### src/rtl/fetch_pkg.sv
// rtl/fetch_pkg.sv - shared state type, reset defaults and helpers for the fetch stage
package fetch_pkg;

  typedef enum logic {
    BOOT = 1'b0,
    RUN  = 1'b1
  } fetch_state_t;

  localparam logic [31:0] DEFAULT_RESET_PC  = 32'h0000_0000;
  localparam logic [31:0] DEFAULT_NOP_INSTR = 32'h0000_0000;

  function automatic logic [31:0] jump_target(input logic [3:0] pc_hi, input logic [25:0] index);
    return {pc_hi, index, 2'b00};
  endfunction

  // Counters stick at all-ones instead of wrapping back to zero.
  function automatic logic [31:0] sat_inc(input logic [31:0] cnt, input logic inc);
    return (inc && (cnt != 32'hFFFF_FFFF)) ? cnt + 32'd1 : cnt;
  endfunction

endpackage

### src/rtl/fetch_if.sv
// rtl/fetch_if.sv - instruction memory request/response bus between fetch and imem
interface fetch_if;

  logic [31:0] imem_addr;
  logic        imem_req;
  logic [31:0] imem_rdata;
  logic        imem_ready;

  modport master (
    output imem_addr,
    output imem_req,
    input  imem_rdata,
    input  imem_ready
  );

  modport slave (
    input  imem_addr,
    input  imem_req,
    output imem_rdata,
    output imem_ready
  );

endinterface

### src/rtl/flopenrc.sv
// rtl/flopenrc.sv - register with async active-low reset, enable and enabled synchronous clear
module flopenrc #(
  parameter int unsigned       WIDTH   = 32,
  parameter logic [WIDTH-1:0]  RST_VAL = '0,
  parameter logic [WIDTH-1:0]  CLR_VAL = '0
) (
  input  logic             clk,
  input  logic             reset_n,
  input  logic             en,
  input  logic             clr,
  input  logic [WIDTH-1:0] d,
  output logic [WIDTH-1:0] q
);

  logic [WIDTH-1:0] q_d;
  logic [WIDTH-1:0] q_q;

  // Clear only takes effect when enabled, so a held register ignores it.
  always_comb begin
    q_d = q_q;
    if (en) begin
      q_d = clr ? CLR_VAL : d;
    end
  end

  always_ff @(posedge clk or negedge reset_n) begin
    if (!reset_n) begin
      q_q <= RST_VAL;
    end else begin
      q_q <= q_d;
    end
  end

  assign q = q_q;

endmodule

### src/rtl/fetch_stage.sv
// rtl/fetch_stage.sv - PC register, next-PC selection and IF/ID pipeline register
// Optional performance counters are built when FETCH_PERF_EN is defined.
module fetch_stage
  import fetch_pkg::*;
#(
  parameter logic [31:0] RESET_PC  = DEFAULT_RESET_PC,
  parameter logic [31:0] NOP_INSTR = DEFAULT_NOP_INSTR
) (
  input  logic           clk,
  input  logic           reset_n,
  input  logic           stallF,
  input  logic           stallD,
  input  logic           pcsrcD,
  input  logic           jumpD,
  input  logic [31:0]    pcbranchD,
  fetch_if.master        imem,
  output logic [31:0]    instrD,
  output logic [31:0]    pcplus4D,
  output logic           validD,
  output logic           fetch_waitF,
  output logic [31:0]    perf_fetched,
  output logic [31:0]    perf_stall,
  output logic [31:0]    perf_flush
);

  fetch_state_t state_q;
  fetch_state_t state_d;

  logic [31:0] pcF;
  logic [31:0] pc_next;
  logic [31:0] pcplus4F;
  logic        run;
  logic        redirect;
  logic        pc_en;
  logic        bubble;

  always_ff @(posedge clk or negedge reset_n) begin
    if (!reset_n) begin
      state_q <= BOOT;
    end else begin
      state_q <= state_d;
    end
  end

  always_comb begin
    state_d = state_q;
    case (state_q)
      BOOT: state_d = RUN;
      RUN:  state_d = RUN;
    endcase
  end

  assign run      = (state_q == RUN);
  assign redirect = (pcsrcD | jumpD) & ~stallD;
  assign pcplus4F = pcF + 32'd4;

  // A redirect wins over stallF and a pending memory response.
  always_comb begin
    pc_next = pcF;
    pc_en   = 1'b0;
    if (run) begin
      if (redirect) begin
        pc_en   = 1'b1;
        pc_next = jumpD ? jump_target(pcplus4D[31:28], instrD[25:0]) : pcbranchD;
      end else if (!stallF && imem.imem_ready) begin
        pc_en   = 1'b1;
        pc_next = pcplus4F;
      end
    end
  end

  assign bubble = redirect | ~run | ~imem.imem_ready | stallF;

  flopenrc #(.WIDTH(32), .RST_VAL(RESET_PC), .CLR_VAL(RESET_PC)) u_pc (
    .clk(clk), .reset_n(reset_n), .en(pc_en), .clr(1'b0), .d(pc_next), .q(pcF)
  );

  flopenrc #(.WIDTH(32), .RST_VAL(NOP_INSTR), .CLR_VAL(NOP_INSTR)) u_instr (
    .clk(clk), .reset_n(reset_n), .en(~stallD), .clr(bubble), .d(imem.imem_rdata), .q(instrD)
  );

  flopenrc #(.WIDTH(32), .RST_VAL(32'h0), .CLR_VAL(32'h0)) u_pcplus4 (
    .clk(clk), .reset_n(reset_n), .en(~stallD), .clr(1'b0), .d(pcplus4F), .q(pcplus4D)
  );

  flopenrc #(.WIDTH(1), .RST_VAL(1'b0), .CLR_VAL(1'b0)) u_valid (
    .clk(clk), .reset_n(reset_n), .en(~stallD), .clr(bubble), .d(1'b1), .q(validD)
  );

  assign imem.imem_req  = run;
  assign imem.imem_addr = pcF;
  assign fetch_waitF    = run & ~imem.imem_ready;

`ifdef FETCH_PERF_EN
  logic        load_valid;
  logic        stall_evt;
  logic [31:0] perf_fetched_q;
  logic [31:0] perf_fetched_d;
  logic [31:0] perf_stall_q;
  logic [31:0] perf_stall_d;
  logic [31:0] perf_flush_q;
  logic [31:0] perf_flush_d;

  assign load_valid = ~stallD & ~bubble;
  assign stall_evt  = run & (stallF | ~imem.imem_ready) & ~redirect;

  always_comb begin
    perf_fetched_d = sat_inc(perf_fetched_q, load_valid);
    perf_stall_d   = sat_inc(perf_stall_q, stall_evt);
    perf_flush_d   = sat_inc(perf_flush_q, redirect);
  end

  always_ff @(posedge clk or negedge reset_n) begin
    if (!reset_n) begin
      perf_fetched_q <= 32'h0;
      perf_stall_q   <= 32'h0;
      perf_flush_q   <= 32'h0;
    end else begin
      perf_fetched_q <= perf_fetched_d;
      perf_stall_q   <= perf_stall_d;
      perf_flush_q   <= perf_flush_d;
    end
  end

  assign perf_fetched = perf_fetched_q;
  assign perf_stall   = perf_stall_q;
  assign perf_flush   = perf_flush_q;
`else
  assign perf_fetched = 32'h0;
  assign perf_stall   = 32'h0;
  assign perf_flush   = 32'h0;
`endif

endmodule
### src/flat_wrapper.sv
// flat-port wrapper written by rule: the top's interface ports become plain ports
module fetch_stage_flat import fetch_pkg::*;
#(
  parameter logic [31:0] RESET_PC  = DEFAULT_RESET_PC,
  parameter logic [31:0] NOP_INSTR = DEFAULT_NOP_INSTR
)
  (clk, reset_n, stallF, stallD, pcsrcD, jumpD, pcbranchD, instrD, pcplus4D, validD, fetch_waitF, perf_fetched, perf_stall, perf_flush, imem_imem_addr, imem_imem_req, imem_imem_rdata, imem_imem_ready);
  fetch_if imem_i ();
  input  logic clk;
  input  logic reset_n;
  input  logic stallF;
  input  logic stallD;
  input  logic pcsrcD;
  input  logic jumpD;
  input  logic [31:0] pcbranchD;
  output logic [31:0] instrD;
  output logic [31:0] pcplus4D;
  output logic validD;
  output logic fetch_waitF;
  output logic [31:0] perf_fetched;
  output logic [31:0] perf_stall;
  output logic [31:0] perf_flush;
  output wire logic [$bits(imem_i.imem_addr)-1:0] imem_imem_addr;
  output wire logic [$bits(imem_i.imem_req)-1:0] imem_imem_req;
  input wire logic [$bits(imem_i.imem_rdata)-1:0] imem_imem_rdata;
  input wire logic [$bits(imem_i.imem_ready)-1:0] imem_imem_ready;
  assign imem_imem_addr = imem_i.imem_addr;
  assign imem_imem_req = imem_i.imem_req;
  assign imem_i.imem_rdata = imem_imem_rdata;
  assign imem_i.imem_ready = imem_imem_ready;
  fetch_stage #(.RESET_PC(RESET_PC), .NOP_INSTR(NOP_INSTR)) u_core (.clk(clk), .reset_n(reset_n), .stallF(stallF), .stallD(stallD), .pcsrcD(pcsrcD), .jumpD(jumpD), .pcbranchD(pcbranchD), .imem(imem_i), .instrD(instrD), .pcplus4D(pcplus4D), .validD(validD), .fetch_waitF(fetch_waitF), .perf_fetched(perf_fetched), .perf_stall(perf_stall), .perf_flush(perf_flush));
endmodule
### config.mk
export PLATFORM = sky130hd
export DESIGN_NAME = fetch_stage_flat
export DESIGN_NICKNAME = d
export VERILOG_FILES = /design/src/rtl/fetch_pkg.sv /design/src/rtl/fetch_if.sv /design/src/rtl/flopenrc.sv /design/src/rtl/fetch_stage.sv /design/src/flat_wrapper.sv
export SDC_FILE = /design/constraint.sdc
export NUM_CORES = 1
export LEC_CHECK = 0
export BUFFER_PORTS_ARGS = -buffer_cell sky130_fd_sc_hd__buf_2
export CAP_MARGIN = 5
export CORE_UTILIZATION = 48
export DETAILED_ROUTE_END_ITERATION = 10
export HOLD_SLACK_MARGIN = 0.08
export PLACE_DENSITY = 0.92
export REMOVE_ABC_BUFFERS = 1
export SETUP_SLACK_MARGIN = 0.05
export SYNTH_ARGS = -nofsm -noshare
export SYNTH_HDL_FRONTEND = slang
export SYNTH_SLANG_ARGS = --single-unit
### constraint.sdc
create_clock -name clk -period 2.54 [get_ports clk]
set_input_delay 0.127 -clock clk [delete_from_list [all_inputs] [get_ports clk]]
set_output_delay 0.127 -clock clk [all_outputs]
set_load 0.1 [all_outputs]
Word level (Yosys, flattened, before mapping)
Index checks and enable logic that the tools add are counted.
{"block": "word_totals", "regBits": 98, "latchBits": 0, "ram_bits": 0, "mem_bits_ro": 0, "inputBits": 71, "output_inout_bits": 195, "word_cells": 27, "memories": 0}
{"block": "op_classes", "n_addsub": 1, "mul": 0, "n_div": 0, "n_lt_le_gt_ge": 0, "n_eq_ne": 0, "shift": 0, "n_mux": 8, "bitwise_logic": 9, "reduce_logical": 4}
{"cell": "$mux W32", "n": 4}
{"cell": "$add A32 B3 Y32 const B", "n": 1}
{"cell": "$mux W1", "n": 4}
{"cell": "$or A1 B1 Y1", "n": 4}
{"cell": "$not A1 Y1", "n": 3}
{"cell": "$reduce_and A3 Y1", "n": 1}
{"cell": "$and A1 B1 Y1", "n": 2}
{"cell": "$reduce_bool A2 Y1", "n": 1}
{"cell": "$logic_and A1 B1 Y1", "n": 1}
{"cell": "$logic_not A1 Y1", "n": 1}

Longest topological paths before layout
Gate-level depths: netlist of the first run.
{"block": "depth", "ltp_word": 6, "ltp_mapped": 7, "mapped_depth_nobuf": 6}

By module
From an unflattened synthesis of the first run, not the netlist that was laid out.
{"block": "unflattened", "cells_unflattened": 828, "hier_area_um2": 6964.2}
{"module": "flopenrc at u_core.u_instr ...", "n_inst": 3, "cells_each": 138, "area_per_inst_um2": 1407.6, "seq_area_each_um2": 800.8}
{"module": "fetch_stage", "n_inst": 1, "cells_each": 410, "area_per_inst_um2": 2700.1, "seq_area_each_um2": 25.0}
{"module": "flopenrc at u_core.u_valid", "n_inst": 1, "cells_each": 4, "area_per_inst_um2": 41.3, "seq_area_each_um2": 25.0}

Worst setup path before layout of the first run
OpenSTA, ideal clock, no wires.
{"block": "synth_timing", "path_type": "reg-to-reg", "from": "reg u_core.u_pc.q_q[2] (netlist: u_core.u_pc.q[2])", "to": "reg u_core.u_pcplus4.q_q[16] (netlist: u_core.u_pcplus4.q[16])", "setup_ns": 0.083, "arrival_time_ns": 2.721, "slack_ns": -0.264, "path_stages_with_launch": 8, "period_less_slack_ns": 2.804, "cell_sequence": "dfrtp_1 ha_1 buf_2 nand4_2 or4_4 or2_2 xor2_1 o21ai_0"}
{"block": "synth_via", "elab_chain_len": 1}
{"item": "start: declaration", "line_no": "flopenrc.sv:16", "rtl": "logic [WIDTH-1:0] q_q;"}
{"item": "start signal: assignment", "line_no": "flopenrc.sv:30", "rtl": "q_q <= q_d;"}
{"item": "$add A32 B3 Y32", "line_no": "fetch_stage.sv:55", "rtl": "assign pcplus4F = pcF + 32'd4;"}
{"item": "end signal: assignment", "line_no": "flopenrc.sv:30"}
{"item": "end: declaration", "line_no": "flopenrc.sv:16"}
Every way passes these cells.
A chain may end at the register's enable or synchronous reset.

Worst setup path after layout of the first run
Same ends and word-level chain as after synthesis.

==> run summary, run 1 <==
The flow ran to the end, but the final reports show violations. The checks that failed: design-rule violations. The net count of the finished layout is 864. For the remaining antenna violation count after routing, the log shows 0. TritonCTS created 9 clock buffers.

The ratio of cells with drive above 1 in the final layout is 0.271, and the placed instance area is 6350 um2. The logs give 0.425 for the part of the Yosys area used for sequential elements and 0.164 ns for the tightest hold margin. The tree is rooted in a sky130_fd_sc_hd__clkbuf_16. In this run the cell area of the synthesized design comes to 5770 um2. The tools report the distinct cell type count after synthesis as 53. The all-layer global routing usage is 0.248. At the worst endpoint, the arrival time is 2.56 ns. The floorplan step defined a core boundary enclosing 11600 um2. The register bit total from synthesis was 98; the number of violations of the max-capacitance limit was 0. The cell count after synthesis came out at 611. Worst slew margin relative to its limit: 0.392. The leakage power of the design was 3.46 nW; the die boundary width was 112 um.

Most common flop cell mapped by yosys: sky130_fd_sc_hd__dfrtp_1. For the final database, setup skew stands at 0.00453 ns. For the half-perimeter wire length after detailed placement, the log shows 10300 um.

The share of flip-flops with an asynchronous set or reset after synthesis was 1.00; the number of setup violations in the final report was 0. The tools report the final max-slew violation count as 0. At the pin with the least slew margin, the transition time is 0.912 ns.

Pin placement for this block handled 266 I/O pins. The classification of the worst-slack hold path was in -> reg. The via density per instance was 5.24.

Wires add up to 15100 um. The tools report the design area as 7020 um2. Fill cells in the final layout number 1005. After global routing the overflow that remains totals 0. The kind of end point of the critical path was a flip-flop. The logs give 0 for the initial antenna violation count and 6.68 mW for the total design power. Compared with the post-synthesis result, the final layout area differs by 21.6%. The run gives 18 as the post-route DRC violation count. In this run the core area contains 39 standard-cell rows. Entering global routing, the biggest net connects 96 pins. In this run, synthesis inferred 0 flip-flops with an integrated enable. The number of hold-slack violations in the final timing report is 0. The area share of the largest cell type after synthesis was 0.425.

The yosys synthesis warning count came out at 0. Type of the worst setup path: reg -> reg. Ranked by total cell area, the synthesized netlist is headed by sky130_fd_sc_hd__dfrtp_1, sky130_fd_sc_hd__buf_4, sky130_fd_sc_hd__a22o_1. The maximum fanout along the worst path works out to 7. The first global-routing pass estimated 24100 um of wire. Counting every sink on the clock net gives 98. The worst setup path is launched from a flip-flop.

The H-tree generated during clock tree synthesis spans 3 levels. Setup repair after global routing left no endpoint under its margin. The height of the die came out at 112 um.

The shortest period the worst path allows is 2.30 ns. Timing would allow up to 434 MHz. The first TritonRoute pass finished after 8 iterations. The clock reaches the later pin of the worst-skew pair after 0.35 ns.

The tools report the starting density of the core as 0.499. The number of buffers added on ports came out at 169. The repair_antennas step left the layout with diodes totalling 0. Of all cell types, the one taking the most synthesized area is sky130_fd_sc_hd__dfrtp_1.

The average detailed-routed wire length per instance is 16.1 um, and the final worst-path cycle share is 0.906. The first-iteration detailed-routing DRC count is 335, and the global placer's final weighted congestion is 0.874. The number of global-route vias before repair came out at 4517. The count of vias placed by the detailed router was 4919. The longest clock path from root to sink contains 2 buffers. The clock-pin slew on the worst setup and hold paths was 0.07 ns; the critical path data required time was 2.80 ns. Dividing the synthesized area by the synthesized cell count gives 9.44 um2. The die covers 12500 um2. TritonCTS built the clock tree.

The worst-case IR drop observed on VDD is 0.936 mV. The final total negative setup slack came out at 0 ns. The ratio of total power to cell area came out at 952 nW/um2. The number of gates resized after CTS was 0.
==> flip-flops by register name, indices dropped and copies added, names as in the netlist <==
| signal | cells |
|---|---|
| u_core.u_pcplus4.q | 32 |
| u_core.u_instr.q | 32 |
| u_core.u_valid.q | 1 |
| u_core.u_pc.q | 32 |
| u_core.imem.imem_req | 1 |
==> report_power, final <==
group | switching [mW] | total (mW) | internal [mW] | leakage (nW)
clock network | 0.574 | 1.43 | 0.857 | 0.147
logic | 2.72 | 3.20 | 0.484 | 2.07
registers | 0.270 | 2.05 | 1.78 | 1.24
==> worst max-delay path, cell delays in order (launching register included) <==
cell                      delay, ns
sky130_fd_sc_hd__dfrtp_1       0.45
sky130_fd_sc_hd__ha_1          0.35
sky130_fd_sc_hd__nand4_2       0.22
sky130_fd_sc_hd__or4_4         0.56
sky130_fd_sc_hd__or2_2         0.32
sky130_fd_sc_hd__xor2_1        0.15
sky130_fd_sc_hd__o21ai_0       0.17
==> metrics by stage <==
| step | instances | setup WS [ns] | util |
|---|---|---|---|
| final | 939 | 0.238 | 0.607 |
| after global routing | 939 | 0.137 | 0.607 |
| after CTS | 939 | 0.261 | 0.607 |
| after detailed placement | 888 | 0.266 | 0.549 |
| after global placement | 888 | 0.368 | 0.549 |
| after floorplan | 567 | -1.61 | - |
==> final cells by class <==
| cell class | count | area (um2) | share of cell area |
|---|---|---|---|
| Clock inverter | 3 | 65.1 | 0.00927 |
| Inverter | 8 | 30.0 | 0.00428 |
| Sequential cell | 98 | 2450 | 0.350 |
| Clock buffer | 12 | 236 | 0.0337 |
| Multi-Input combinational cell | 461 | 2750 | 0.392 |
| Tap cell | 143 | 179 | 0.0255 |
| Timing Repair Buffer | 214 | 1300 | 0.186 |
==> what timing repair did <==
action | in CTS | in global routing
buffers inserted | 0 | 0
endpoints found under the hold margin | 64 | 0
hold buffers | 36 | 0
==> kinds of logic (layout without fill, tap and decap cells) <==
family / count (synthesis) / after routing / share of synthesized area
AO/OA/AOI/OAI: 159 / 159 / 0.185
AND/OR/NAND/NOR: 151 / 151 / 0.134
buffers and inverters: 147 / 237 / 0.164
flip-flops: 98 / 98 / 0.425
XOR/XNOR: 28 / 28 / 0.0425
multiplexers: 25 / 25 / 0.0458
other: 2 / 97 / 0.00130
adder cells (fa/ha/maj): 1 / 1 / 0.00217
==> cell usage in the layout, fill, tap and decap left out, types with 4 or more instances in the layout <==
master                          instances
sky130_fd_sc_hd__dlygate4sd3_1         36
sky130_fd_sc_hd__buf_2                167
sky130_fd_sc_hd__and3_1                 6
sky130_fd_sc_hd__o22ai_1               11
sky130_fd_sc_hd__clkbuf_16              9
sky130_fd_sc_hd__nand2_1               66
sky130_fd_sc_hd__buf_4                  9
sky130_fd_sc_hd__nand4_1                6
sky130_fd_sc_hd__mux2i_1               14
sky130_fd_sc_hd__conb_1                97
sky130_fd_sc_hd__xnor2_1               17
sky130_fd_sc_hd__a21oi_1               28
sky130_fd_sc_hd__nand3_1               17
sky130_fd_sc_hd__a22o_1                34
sky130_fd_sc_hd__o21ai_0               42
sky130_fd_sc_hd__a211oi_1               7
sky130_fd_sc_hd__and4_1                 4
sky130_fd_sc_hd__xor2_1                11
sky130_fd_sc_hd__a2bb2oi_1              6
sky130_fd_sc_hd__dfrtp_1               98
sky130_fd_sc_hd__inv_1                  8
sky130_fd_sc_hd__nor2_1                15
sky130_fd_sc_hd__nor4_2                 4
sky130_fd_sc_hd__nor2b_1                5
sky130_fd_sc_hd__nor3_1                12
sky130_fd_sc_hd__a31oi_1                5
sky130_fd_sc_hd__mux2_2                11
==> Yosys cell counts (2+ instances only) <==
cell type and count:
sky130_fd_sc_hd__xor2_1 11, sky130_fd_sc_hd__o21ai_0 43, sky130_fd_sc_hd__o22a_1 3, sky130_fd_sc_hd__nand3_1 17
sky130_fd_sc_hd__o22ai_1 11, sky130_fd_sc_hd__dfrtp_1 98, sky130_fd_sc_hd__nor4_1 2, sky130_fd_sc_hd__a211oi_1 7
sky130_fd_sc_hd__a21o_1 2, sky130_fd_sc_hd__xnor2_1 17, sky130_fd_sc_hd__and2_1 2, sky130_fd_sc_hd__nor3_1 12
sky130_fd_sc_hd__o31ai_1 3, sky130_fd_sc_hd__conb_1 2, sky130_fd_sc_hd__o21bai_1 2, sky130_fd_sc_hd__inv_1 8
sky130_fd_sc_hd__mux2i_1 14, sky130_fd_sc_hd__clkbuf_1 26, sky130_fd_sc_hd__nor2_1 15, sky130_fd_sc_hd__nand2_1 66
sky130_fd_sc_hd__nor4_2 3, sky130_fd_sc_hd__a21oi_1 28, sky130_fd_sc_hd__mux2_2 11, sky130_fd_sc_hd__a2bb2oi_1 6
sky130_fd_sc_hd__a32o_1 2, sky130_fd_sc_hd__a31oi_1 5, sky130_fd_sc_hd__o221a_2 2, sky130_fd_sc_hd__and3_1 6
sky130_fd_sc_hd__or3_1 3, sky130_fd_sc_hd__a311oi_1 3, sky130_fd_sc_hd__buf_2 8, sky130_fd_sc_hd__a22o_1 34
sky130_fd_sc_hd__and4_1 4, sky130_fd_sc_hd__buf_1 3, sky130_fd_sc_hd__nand4_1 6, sky130_fd_sc_hd__buf_4 102
sky130_fd_sc_hd__nor2b_1 5, sky130_fd_sc_hd__o21a_1 3, sky130_fd_sc_hd__or4_4 2
==> path summary, 6_finish.rpt <==
kind | start | endpoint | slack [ns] | depth (start not counted)
max in group asynchronous | reset_n | u_core.u_pcplus4.q[5] | 1.56 | 3
hold / removal | pcbranchD[18] | u_core.u_pc.q[18] | 0.16 | 4
hold reg to reg | u_core.u_pcplus4.q[15] | u_core.u_pcplus4.q[15] | 0.48 | 2
setup reg to reg | u_core.u_pc.q[2] | u_core.u_pcplus4.q[16] | 0.24 | 6
setup / recovery | u_core.u_pc.q[2] | u_core.u_pcplus4.q[16] | 0.24 | 6
min in group asynchronous | reset_n | u_core.u_pcplus4.q[19] | 0.26 | 2
==> metal layers <==
metal / global-route usage / vias up / share of wire
met1: 0.326 / 2333 / 0.43
met2: 0.403 / 235 / 0.49
li1: - / 2327 / -
met4: 0.0982 / 0 / 0.018
met3: 0.0495 / 24 / 0.065
met5: 0 / - / 0
Power figures use the tool's default switching activity.
==> run 2: changes to the inputs <==
clock period = 2.6 ns   (was 2.54 ns; I/O delays follow)
==> run 2 against run 1 <==
  * The run still ends with design-rule violations left
  * Wire length is 3.3% higher
  * Register-to-register slack improved by 0.07 ns
  * Flip-flop and latch count did not move
  * Worst setup slack improved by 0.067 ns
  * Largest cell class unchanged
  * Non-clock buffer count up 4
  * Sequential power fell by 2%
  * First-iteration DRC count increased by 19%
  * Clock skew is 0.0070 ns higher
  * Maximum frequency increased by 0.30%
  * Via count up 0.87%
==> run summary, run 2 (synthesis gave the netlist of run 1 again) <==
The logs give 0 for the number of cells upsized or downsized after cts and 6.51 mW for the total design power. Once detail routing completed, the nets flagged for antenna violations numbered 0. Setup violations remaining at the end of the flow were counted as 0. The number of gates on the worst path with buffers counted is 6.

Summing over every cut layer, the via total after detailed routing is 4962. Subtracting the final worst setup slack from the clock period gives 2.30 ns. In the routed design, unresolved DRC markers number 18. The stage delay of the slowest cell on the critical path came out at 0.56 ns. Traced cell by cell, the critical path runs through ha_1, nand4_2, or4_4, or2_2, a21oi_1, a2bb2oi_1.

The starting density of the core is 0.499. Leaving out fill and tap cells, the most frequent cells in the layout are sky130_fd_sc_hd__buf_2, sky130_fd_sc_hd__dfrtp_1, sky130_fd_sc_hd__conb_1, sky130_fd_sc_hd__nand2_1, sky130_fd_sc_hd__o21ai_0. The number of global-route vias before repair was 4571. The library cell used most frequently in the layout, excluding fill and tap cells, is sky130_fd_sc_hd__buf_2. For the global-route wire length before repair, the log shows 24400 um. Setup slack closes at 0.305 ns. Startpoint of the most critical register-to-register path: u_core.u_pc.q[2]. The maximum clock path buffer count came out at 2.

The cell family with the largest share of critical-path delay is simple AND/OR/NAND/NOR gates. Timing would allow up to 436 MHz. STA classifies the critical path endpoint as a flip-flop.

Clock skew on the completed layout was measured at 0.0116 ns. The classification of the worst-slack hold path was in -> reg. Setup repair after global routing left no endpoint under its margin. The cell chosen for the clock root was sky130_fd_sc_hd__clkbuf_16. The die boundary width came out at 112 um. The setup path with the least slack is of type reg -> reg.

At the pin with the least slew margin, the transition time is 0.708 ns. In this run the core area contains 39 standard-cell rows. The flow ran to the end, but the final reports show violations. Last element of the critical path: u_core.u_pc.q[16]. TritonCTS built the clock tree. The logs give 3.47 nW for the leakage power of the design and 2.88 ns for the critical path data required time.

With fillers left out, the area of the finished cells amounts to 7030 um2. The final total negative setup slack was 0 ns; the placed instance area was 6380 um2. The worst-case IR drop observed on VDD is 0.670 mV.

The critical path starts at u_core.u_pc.q[2]. The logs give 3 for the total number of H-tree levels and 2.58 ns for the data arrival time of the critical path. The worst register-to-register path ends at u_core.u_pc.q[16]. The region available for standard cell placement spans 11600 um2.

After detailed routing, the number of vias per cell comes to 5.26. The congestion estimate from routability-driven global placement came to 0.873. The final layout contains 868 nets. Ratio of cells with drive above 1 in the final layout: 0.277. Timing analysis after detailed placement gives a worst setup slack of 0.327 ns.

Initial antenna violation count: 0. The run gives 0 as the number of violations of the max-capacitance limit. The run gives 0.528 as the worst slew margin relative to its limit.

The run gives 0 as the final max-slew violation count. The tightest hold margin was 0.174 ns. For this design, the slowest cell found on the critical path is sky130_fd_sc_hd__or4_4. STA classifies the critical path startpoint as a flip-flop.

The number of antenna diodes in the final layout is 0. The overflow left after global routing was 0. The die covers 12500 um2. The die is 112 um tall.

Entering global routing, the biggest net connects 63 pins. Summed over all nets, the half-perimeter wirelength after detailed placement is 11000 um. During placement, the flow inserted port buffers numbering 169.

The average detailed-routed wire length per instance was 16.5 um. The buffering stage count on the worst path with inverters included is 0, and the ratio of total power to cell area is 926 nW/um2. The all-layer global routing usage was 0.252.

The number of hold-slack violations in the final timing report is 0. The hold-fix buffer count after cts is 35, and the first-iteration detailed-routing DRC count is 399. The register-to-register path setup slack was 0.30 ns; the depth of the worst register-to-register path was 6. The checks that failed: design-rule violations. From synthesis to final layout, the design area changed by 21.8%. The tools report the first-pass detailed-route iteration total as 8. 266 I/O pins were placed. Number of clock sinks: 98. After clock tree synthesis, the clock-pin slew on the worst setup and hold paths is 0.07 ns.

Wires add up to 15600 um. The final worst-path cycle share was 0.883; the maximum fanout along the worst path was 7. Buffers inserted during clock tree synthesis total 9.

Buffer count from post-CTS setup fixing: 0. The clock reaches the later pin of the worst-skew pair after 0.35 ns.
[run 2: changes by cell type in the layout (fill, tap and decap cells not counted), sizes merged]
cell / delta
clkbuf: +2
dlygate4sd3: -1
buf: +5
bufinv: -1
[run 2: how the worst min path moves through the flow]
stage                  startpoint                endpoint  slack [ns]  cells past startpoint
floorplan                 reset_n    u_core.imem.imem_req       -0.17                      0
global placement          reset_n  u_core.u_pcplus4.q[19]        0.23                      1
CTS                  pcbranchD[2]        u_core.u_pc.q[2]        0.14                      3
global route        pcbranchD[18]       u_core.u_pc.q[18]        0.19                      4
finish               pcbranchD[2]        u_core.u_pc.q[2]        0.17                      3
detailed placement        reset_n  u_core.u_pcplus4.q[19]        0.23                      1
[run 2: routing by layer]
layer / GRT usage / vias to the layer above / share of wire
li1: - / 2337 / -
met3: 0.0615 / 20 / 0.067
met5: 0 / - / 0
met1: 0.329 / 2375 / 0.43
met4: 0.0721 / 0 / 0.013
met2: 0.416 / 230 / 0.49
[run 2: cell type report]
class	instances	area [um2]
inverter	8	30.0
clock buffer	14	264
multi-input combinational	461	2750
timing repair buffer	218	1320
clock inverter	2	35.0
sequential	98	2450
fill	1035	4540
tap	143	179
[run 2: through the flow]
step | std cells | util
2_1_floorplan | 567 | -
3_3_place_gp | 893 | 0.552
3_5_place_dp | 893 | 0.552
4_1_cts | 944 | 0.608
5_1_grt | 944 | 0.608
6_report | 944 | 0.608
[run 2: power breakdown]
part | total, mW | internal (mW) | switching (mW) | leakage, nW
Sequential | 2.00 | 1.74 | 0.265 | 1.24
Combinational | 3.14 | 0.473 | 2.67 | 2.08
Clock | 1.37 | 0.799 | 0.573 | 0.147
Total | 6.51 | 3.01 | 3.50 | 3.47
[run 2: tightest hold or removal path: cells and delay by family]
| kind | cells | cell delay (ns) |
|---|---|---|
| mux | 1 | 0.07 |
| buf+inv | 1 | 0.08 |
| compound gates | 1 | 0.20 |
